File: src/rtl/move_collector_if.sv
// Square-array bus and move stream between move_collector, the 64 square units and the search logic.
// master = collector side, slave = squares + consumer side.
interface move_collector_if #(
  parameter int NSQ = 64,
  parameter int MVW = 19,
  parameter int DW  = 160
);
  localparam int IW = $clog2(NSQ);

  logic [NSQ-1:0] sq_done;
  logic [NSQ-1:0] sq_empty;
  logic [DW-1:0]  sq_data;
  logic [IW-1:0]  sq_sel;
  logic [NSQ-1:0] sq_rden;
  logic           sq_reset;
  logic           mv_valid;
  logic           mv_ready;
  logic [MVW-1:0] mv_data;

  modport master (
    input  sq_done, sq_empty, sq_data, mv_ready,
    output sq_sel, sq_rden, sq_reset, mv_valid, mv_data
  );

  modport slave (
    output sq_done, sq_empty, sq_data, mv_ready,
    input  sq_sel, sq_rden, sq_reset, mv_valid, mv_data
  );
endinterface

File: src/rtl/move_collector.sv
// Runs one move-generation pass: resets the squares, waits for done (with timeout), drains every FIFO
// and streams the valid moves one per cycle; a move is held in EMIT until mv_ready, no FIFO read while stalled.
module move_collector #(
  parameter int NSQ     = 64,
  parameter int MVW     = 19,
  parameter int SLOTS   = 8,
  parameter int DW      = 160,
  parameter int TIMEOUT = 255
) (
  input  logic             clk,
  input  logic             reset,
  input  logic             start,
  move_collector_if.master bus,
  output logic [10:0]      move_count,
  output logic             busy,
  output logic             done,
  output logic             timeout
);
  localparam int IW = $clog2(NSQ);
  localparam int SW = $clog2(SLOTS);
  localparam int TW = $clog2(TIMEOUT + 1);
  localparam int WW = SLOTS * MVW;

  typedef enum logic [2:0] {
    S_IDLE, S_RST, S_WAIT, S_SCAN, S_READ, S_EMIT, S_FIN
  } state_t;

  state_t         state, state_nx;
  logic [IW-1:0]  idx, idx_nx;
  logic [SW-1:0]  slot, slot_nx;
  logic [TW-1:0]  timer, timer_nx;
  logic [10:0]    count_nx;
  logic           timeout_nx;
  logic [WW-1:0]  word_r, word_nx;
  logic [MVW-1:0] cur_mv;
  logic [NSQ-1:0] rden_c;
  logic           valid_c;
  logic           advance;
  logic           unused_data;

  assign cur_mv      = word_r[int'(slot)*MVW +: MVW];
  assign unused_data = ^bus.sq_data[DW-1:WW];

  always_ff @(posedge clk) begin
    if (reset) begin
      state      <= S_IDLE;
      idx        <= '0;
      slot       <= '0;
      timer      <= '0;
      move_count <= '0;
      timeout    <= 1'b0;
      word_r     <= '0;
    end else begin
      state      <= state_nx;
      idx        <= idx_nx;
      slot       <= slot_nx;
      timer      <= timer_nx;
      move_count <= count_nx;
      timeout    <= timeout_nx;
      word_r     <= word_nx;
    end
  end

  always_comb begin
    state_nx   = state;
    idx_nx     = idx;
    slot_nx    = slot;
    timer_nx   = timer;
    count_nx   = move_count;
    timeout_nx = timeout;
    word_nx    = word_r;
    rden_c     = '0;
    valid_c    = 1'b0;
    advance    = 1'b0;

    case (state)
      S_IDLE: begin
        if (start) begin
          state_nx   = S_RST;
          count_nx   = '0;
          timeout_nx = 1'b0;
          idx_nx     = '0;
        end
      end
      S_RST: begin
        state_nx = S_WAIT;
        timer_nx = '0;
      end
      S_WAIT: begin
        // timer==0 marks the first WAIT cycle, where done bits may be stale from the last pass
        if ((timer != '0) && (&bus.sq_done)) begin
          state_nx = S_SCAN;
        end else if (timer == TW'(TIMEOUT - 1)) begin
          state_nx   = S_SCAN;
          timeout_nx = 1'b1;
        end else begin
          timer_nx = timer + 1'b1;
        end
      end
      S_SCAN: begin
        if (!bus.sq_empty[idx]) begin
          rden_c[idx] = 1'b1;
          state_nx    = S_READ;
        end else if (idx == IW'(NSQ - 1)) begin
          state_nx = S_FIN;
        end else begin
          idx_nx = idx + 1'b1;
        end
      end
      S_READ: begin
        word_nx  = bus.sq_data[WW-1:0];
        slot_nx  = '0;
        state_nx = S_EMIT;
      end
      S_EMIT: begin
        if (cur_mv[MVW-1]) begin
          advance = 1'b1;
        end else begin
          valid_c = 1'b1;
          if (bus.mv_ready) begin
            advance = 1'b1;
            if (move_count != '1) count_nx = move_count + 1'b1;
          end
        end
        // back to SCAN on the same idx so the square is re-checked until its FIFO is empty
        if (advance) begin
          if (slot == SW'(SLOTS - 1)) state_nx = S_SCAN;
          else                        slot_nx  = slot + 1'b1;
        end
      end
      S_FIN:   state_nx = S_IDLE;
      default: state_nx = S_IDLE;
    endcase
  end

  assign bus.sq_sel   = idx;
  assign bus.sq_rden  = reset ? '0 : rden_c;
  assign bus.sq_reset = reset | (state == S_RST);
  assign bus.mv_valid = valid_c & ~reset;
  assign bus.mv_data  = (valid_c & ~reset) ? cur_mv : '0;
  assign busy         = (state != S_IDLE) & ~reset;
  assign done         = (state == S_FIN) & ~reset;
endmodule

File: src/flat_wrapper.sv
// flat-port wrapper written by rule: the top's interface ports become plain ports
module move_collector_flat 
#(
  parameter int NSQ     = 64,
  parameter int MVW     = 19,
  parameter int SLOTS   = 8,
  parameter int DW      = 160,
  parameter int TIMEOUT = 255
)
  (clk, reset, start, move_count, busy, done, timeout, bus_sq_done, bus_sq_empty, bus_sq_data, bus_mv_ready, bus_sq_sel, bus_sq_rden, bus_sq_reset, bus_mv_valid, bus_mv_data);
  move_collector_if #(.NSQ(NSQ), .MVW(MVW), .DW(DW)) bus_i ();
  input  logic clk;
  input  logic reset;
  input  logic start;
  output logic [10:0] move_count;
  output logic busy;
  output logic done;
  output logic timeout;
  input wire logic [$bits(bus_i.sq_done)-1:0] bus_sq_done;
  input wire logic [$bits(bus_i.sq_empty)-1:0] bus_sq_empty;
  input wire logic [$bits(bus_i.sq_data)-1:0] bus_sq_data;
  input wire logic [$bits(bus_i.mv_ready)-1:0] bus_mv_ready;
  output wire logic [$bits(bus_i.sq_sel)-1:0] bus_sq_sel;
  output wire logic [$bits(bus_i.sq_rden)-1:0] bus_sq_rden;
  output wire logic [$bits(bus_i.sq_reset)-1:0] bus_sq_reset;
  output wire logic [$bits(bus_i.mv_valid)-1:0] bus_mv_valid;
  output wire logic [$bits(bus_i.mv_data)-1:0] bus_mv_data;
  assign bus_i.sq_done = bus_sq_done;
  assign bus_i.sq_empty = bus_sq_empty;
  assign bus_i.sq_data = bus_sq_data;
  assign bus_i.mv_ready = bus_mv_ready;
  assign bus_sq_sel = bus_i.sq_sel;
  assign bus_sq_rden = bus_i.sq_rden;
  assign bus_sq_reset = bus_i.sq_reset;
  assign bus_mv_valid = bus_i.mv_valid;
  assign bus_mv_data = bus_i.mv_data;
  move_collector #(.NSQ(NSQ), .MVW(MVW), .SLOTS(SLOTS), .DW(DW), .TIMEOUT(TIMEOUT)) u_core (.clk(clk), .reset(reset), .start(start), .bus(bus_i), .move_count(move_count), .busy(busy), .done(done), .timeout(timeout));
endmodule
File: config.mk
export PLATFORM = sky130hd
export DESIGN_NAME = move_collector_flat
export DESIGN_NICKNAME = d
export VERILOG_FILES = /design/src/rtl/move_collector_if.sv /design/src/rtl/move_collector.sv /design/src/flat_wrapper.sv
export SDC_FILE = /design/constraint.sdc
export NUM_CORES = 1
export LEC_CHECK = 0
export ABC_AREA = 1
export CAP_MARGIN = 10
export CORE_MARGIN = 3
export CORE_UTILIZATION = 44
export CTS_CLUSTER_DIAMETER = 60
export DETAILED_ROUTE_END_ITERATION = 8
export PLACE_DENSITY = 0.82
export REMOVE_ABC_BUFFERS = 1
export SETUP_SLACK_MARGIN = 0.2
export SKIP_LAST_GASP = 1
export SLEW_MARGIN = 10
export SYNTH_ARGS = -nofsm -noshare
export SYNTH_HDL_FRONTEND = slang
export SYNTH_SLANG_ARGS = --single-unit
export TNS_END_PERCENT = 20
File: constraint.sdc
create_clock -name clk -period 2.51 [get_ports clk]
set_clock_uncertainty 0.05 [all_clocks]
set_input_delay 0.502 -clock clk [delete_from_list [all_inputs] [get_ports clk]]
set_output_delay 0.502 -clock clk [all_outputs]
set_load 0.02 [all_outputs]
==> results of run 1 <==
-- critical path: cells and delay by family (launching register included) --
kind	cells	cell delay, ps
buf+inv	4	550
flops	1	370
compound gates	2	350
simple gates	6	860
-- worst paths after layout --
kind                                                   startpoint                            to  cells past startpoint
worst max register to register  u_core.bus.sq_sel[1]$_SDFFE_PP0P_  u_core.state[1]$_SDFFE_PP0P_                     14
worst min register to register        u_core.timeout$_SDFFE_PP0P_   u_core.timeout$_SDFFE_PP0P_                      2
worst min-delay path                  u_core.timeout$_SDFFE_PP0P_   u_core.timeout$_SDFFE_PP0P_                      2
worst max-delay path            u_core.bus.sq_sel[0]$_SDFFE_PP0P_               bus_sq_rden[10]                     12
-- sequential cells by signal, summed over array words and instances (netlist names) --
signal / count
u_core.word_r: 152
u_core.move_count: 11
u_core.timer: 8
u_core.bus.sq_sel: 6
u_core.slot: 3
u_core.state: 3
u_core.timeout: 1
-- cells in the final DEF, fill, tap and decap left out, types with 4 or more instances in the layout --
master,count
a21oi_1,82
nand4_1,10
nor3_1,15
buf_4,102
nand2_1,312
o21ai_2,5
a211oi_1,10
inv_1,56
buf_6,28
inv_2,4
xor2_1,8
o21ai_0,165
dfxtp_1,179
a211oi_4,6
nand3_1,26
or2_2,4
clkinv_8,4
nor2_2,18
clkbuf_16,19
nor2_1,438
inv_8,4
buf_2,26
nor2_4,16
a32o_1,18
nand4_4,6
ha_1,7
clkdlybuf4s50_1,305
buf_12,8
a22oi_1,18
o211ai_1,5
dlygate4sd2_1,8
-- kinds of logic after synthesis --
group,after synthesis
xor gates and xnor gates,11
buffers and inverters,158
adders and majority gates,7
AOI/OAI and AO/OA,318
DFF,184
other,1
and+or+nand+nor,855
-- through the flow --
step	cell area [um^2]	TNS, ps	cells	power (uW)
2_1_floorplan	9380	-843430	1441	6580
3_3_place_gp	14300	-79780	2190	8310
3_5_place_dp	14300	-86240	2190	8410
4_1_cts	14800	-44260	2225	11200
5_1_grt	15200	-50440	2231	12200
6_report	15200	-40050	2231	11500
-- per-layer routing --
metal | wire length (um) | global-route usage | up-vias
li1 | - | - | 5794
met1 | 15000 | 0.362 | 5549
met2 | 17600 | 0.465 | 476
met3 | 2730 | 0.0551 | 74
met4 | 1380 | 0.113 | 2
met5 | 13 | 0 | -
-- power by group through the flow --
stage	registers (uW)	logic (uW)	clock network, uW
finish	4060	4670	2740
global route	4130	5180	2890
CTS	4020	4400	2780
detailed placement	4070	4340	0
global placement	4050	4250	0
floorplan	4150	2430	0
-- final cells by class --
class                   count  area (um^2)  area share
clock inverters            14          176      0.0116
flip-flops and latches    184         3690       0.243
repair buffers            483         4610       0.302
well taps                 275          344      0.0226
clock buffers              18          429      0.0282
multi-input cells        1192         5720       0.375
inverters                  65          264      0.0173
-- timing repair --
action	4_1_cts	5_1_grt
hold buffers	0	0
pin swaps	6	31
gates cloned	0	2
resized for setup	302	156
setup endpoints to repair	90	180
buffers inserted	3	4
==> flow_summary.ini, run 1 <==
[setup_path]
path_common_cell = nand2_1
crit_arrival_ps = 2570
worst-path-max-fanout = 8
slowest_stage = dfxtp_4
end_kind = output pin
cp_cell_sequence = buf_12 > buf_6 > o211ai_1 > nand2_1 > o21ai_1 > nand2_1 > nor2_4 > nand3_4 > clkinv_8 > nand4_4 > nor2_2 > buf_4
start_kind = flop
rrSetupSlack_ps = 300
critical_path_required_ps = 1960
worstSetupPathType = reg -> out
max_stage_delay_ps = 370

[floorplanning]
io_pins = 397
die_x_um = 155
start_util = 0.456
fp-row-count = 53
coreArea_mm2 = 0.0214
fp.dieH_um = 155
dieArea_mm2 = 0.0240

[routing]
drt_iter0_drc = 1220
drtPass1Iterations = 5
ant_nets = 0
wl_per_cell_um = 16.4
drc = 0
routed_wl_um = 36700
viasPerCell = 5.33
vias = 11900

[sta]
fmax_ghz = 0.321
min_period_over_period = 1.24
holdWs_ps = 443
final_critical_path_setup_slack_ps = -609
rsz0062_at_grt = yes
final.min_clock_period_ps = 3120
maxSlewHeadroom = 0.572
slew_viol_final = 0
setup-violations-final = 86
tightest_slew_ps = 641
hold_viol_final = 0

[placement]
place_worst_setup_slack_ps = -1080
place.gp.congestion = 0.953
hpwl_um = 25600
numPortBuffers = 387

[power]
peakVddDrop_uv = 474
pwr-share-clk = 0.239
p_int_uw = 6990
power_leakage_uw = 0.00654
switchingPower_uw = 4480
power_density_mw_per_mm2 = 753
p_seq_frac = 0.354
combPwrFrac = 0.407
swShare = 0.390

[grt]
antenna_found_initial = 1
grtUsageTotal = 0.281
overflow = 0
grt_pass1_vias = 10800
grt_pass1_wl_um = 55300
grt_max_degree = 154

[finish]
syn_to_final_growth_pct = 56.1
utilization = 0.711
fillCellCount = 1796
layout-drive-gt1-share = 0.142
num_antenna_cells = 0
nets = 2242

[yosys]
synth_top_family_by_area = simple AND/OR/NAND/NOR gates
synth_top_area_frac = 0.378
synthAdderAreaFrac = 0.00898
synth_edf_count = 0
ys_types = 38
syn_area_mm2 = 0.00976
synth.top_cells.by_area = dfxtp_1 (38%), nor2_1 (18%), nand2_1 (12%)
syn_inst = 1534
synth-seq-area-share = 0.378
ys.warnings.count = 0
ys_async_sr_fraction = 0
yosys.area_share.simple = 0.354
ys_top_cells_by_count = nor2_1 (469), nand2_1 (314), dfxtp_1 (184)
synth_top_area_cell = dfxtp_1
dominantRegCellSynth = dfxtp_1
synth-compound-area-share = 0.184
ys_ff_latch = 184
synth.most_common_cell = nor2_1
syn_avg_cell_area_um2 = 6.36
synthMuxAreaShare = 0
synthXorXnorAreaFrac = 0.00987

[clock_network]
clock_latency_ps = 430
clock_path_buffers = 2
htree_levels = 4
cts_tree = yes
cts_num_sinks = 184
cts_made_buffers = 17
cts_root_buffer = clkbuf_16
clk_pin_slew_ps = 80

[run_status]
status = finished, violations left
violations = setup timing

[flow_run]
maxCapViolCount = 0

[min_path]
min_path_type = reg -> reg
(Power assumes the default switching activity.)
==> run 2: changes to the inputs <==
--- a/config.mk
+++ b/config.mk
@@ -11,6 +11,7 @@
 export CORE_UTILIZATION = 44
 export CTS_CLUSTER_DIAMETER = 60
 export DETAILED_ROUTE_END_ITERATION = 8
+export GPL_ROUTABILITY_DRIVEN = 0
 export PLACE_DENSITY = 0.82
 export REMOVE_ABC_BUFFERS = 1
 export SETUP_SLACK_MARGIN = 0.2
==> flow_summary.ini, run 2 (synthesized netlist as in run 1, its figures left out) <==
[setup_path]
crit_arrival_ps = 2580
startpoint = u_core.bus.sq_sel[0]$_SDFFE_PP0P_
rrSetupSlack_ps = 140
r2r-end = u_core.state[1]$_SDFFE_PP0P_
r2r_cells = 15
cp-endpoint = bus_sq_rden[16]
critical_path_required_ps = 1960
worstSetupPathType = reg -> out
worst-path-max-fanout = 8
r2r_start = u_core.bus.sq_sel[1]$_SDFFE_PP0P_
start_kind = flop
end_kind = output pin

[routing]
wl_per_cell_um = 16.2
vias = 11800
ant_nets = 0
drc = 0
routed_wl_um = 36300
drt_iter0_drc = 1031
drtPass1Iterations = 8
viasPerCell = 5.29

[min_path]
min_path_type = reg -> reg

[floorplanning]
io_pins = 397
die_x_um = 155
fp.dieH_um = 155
start_util = 0.456
coreArea_mm2 = 0.0214
fp-row-count = 53
dieArea_mm2 = 0.0240

[finish]
layout-drive-gt1-share = 0.135
nets = 2248
utilization = 0.706
syn_to_final_growth_pct = 54.9
top_regs = u_core.word_r (152), u_core.move_count (11), u_core.timer (8)
layout_common_cells = nor2_1 (442), nand2_1 (308), clkdlybuf4s50_1 (305)
final_area_mm2 = 0.0151
mostFrequentLayoutCell = nor2_1
regMostFlops = u_core.word_r
largest_reg_flops = 152
layoutNonFillerInstCount = 2238

[placement]
place_area_mm2 = 0.0143
numPortBuffers = 387
placed_cells = 2191
hpwl_um = 25400

[power]
power_uw = 11400
p_int_uw = 7060
power_leakage_uw = 0.00653
combPwrFrac = 0.400
switchingPower_uw = 4330
swShare = 0.380
p_seq_frac = 0.355
pwr-share-clk = 0.245
power_density_mw_per_mm2 = 754
peakVddDrop_uv = 556

[sta]
holdWs_ps = 440
min_period_over_period = 1.25
rsz0062_at_grt = yes
fmax_ghz = 0.320
final.min_clock_period_ps = 3130
slew_viol_final = 0
setup-violations-final = 86
tightest_slew_ps = 853
maxSlewHeadroom = 0.431
hold_viol_final = 0
final_critical_path_setup_slack_ps = -618

[clock_network]
cts_num_sinks = 184
clock_latency_ps = 430
htree_levels = 4
clock_path_buffers = 2
clk_pin_slew_ps = 70
cts_tree = yes
cts_root_buffer = clkbuf_16
cts_made_buffers = 17

[run_status]
violations = setup timing
status = finished, violations left

[grt]
grt_pass1_wl_um = 55400
antenna_found_initial = 2
overflow = 0
grtUsageTotal = 0.282
grt_pass1_vias = 10800
grt_max_degree = 116

[flow_run]
maxCapViolCount = 0
run 2: cell count changes in the layout (fill, tap and decap cells not counted), moves of 5 or more:
cell,before,now
a211oi_1,10,19
a211oi_4,6,0
buf_4,102,111
buf_6,28,17
dlygate4sd2_1,8,13
run 2: routing by layer:
metal	global-route usage	routed length, um	part of all wire	vias to the layer above
met4	0.102	1310	0.036	4
met3	0.0590	2920	0.081	89
met5	0	27	0.00074	-
met2	0.473	17500	0.48	526
met1	0.359	14600	0.40	5403
li1	-	-	-	5807
run 2: timing repair:
item                       4_1_cts  5_1_grt
gates resized for setup        299       87
setup endpoints to repair       88       95
gates cloned                     0        2
pin swaps                        8       17
setup buffers                    6        6
hold buffers                     0        0
run 2: critical path, cell delays in order (launching register included):
cell and delay, ps:
dfxtp_4 380, buf_12 150, or2_2 300, nand3_2 70, nand2_2 60, o21ai_2 130, nand2_1 90, nor2_4 150
nand3_4 120, clkinv_8 110, nand4_4 230, nor2_1 160, buf_2 180
run 2: final cells by class:
class,count,area (um^2)
well taps,275,344
fillers,1792,6310
flip-flops and latches,184,3690
inverters,65,264
multi-input cells,1192,5620
repair buffers,489,4570
diodes,1,2.50
clock inverters,14,185
clock buffers,18,439
run 2: worst min path at each step:
stage | from | cells past startpoint | endpoint
3_5_place_dp | u_core.timeout$_SDFFE_PP0P_ | 2 | u_core.timeout$_SDFFE_PP0P_
6_report | u_core.timeout$_SDFFE_PP0P_ | 2 | u_core.timeout$_SDFFE_PP0P_
2_1_floorplan | u_core.timer[4]$_SDFFE_PP0P_ | 2 | u_core.timer[4]$_SDFFE_PP0P_
4_1_cts | u_core.timeout$_SDFFE_PP0P_ | 2 | u_core.timeout$_SDFFE_PP0P_
5_1_grt | u_core.timeout$_SDFFE_PP0P_ | 2 | u_core.timeout$_SDFFE_PP0P_
3_3_place_gp | u_core.timeout$_SDFFE_PP0P_ | 2 | u_core.timeout$_SDFFE_PP0P_
run 2: metrics by stage:
step	setup WS (ps)	TNS [ps]
after floorplan	-4780	-843430
after detailed placement	-1060	-72180
after CTS	-573	-44010
after global placement	-1010	-68900
after global routing	-753	-55990
final	-618	-44050
run 2: power by group through the flow:
stage	Combinational [uW]	Sequential, uW	Clock, uW
floorplan	2430	4150	0
global placement	4260	4050	0
detailed placement	4350	4060	0
CTS	4420	4020	2840
global route	5080	4110	2950
finish	4560	4050	2790
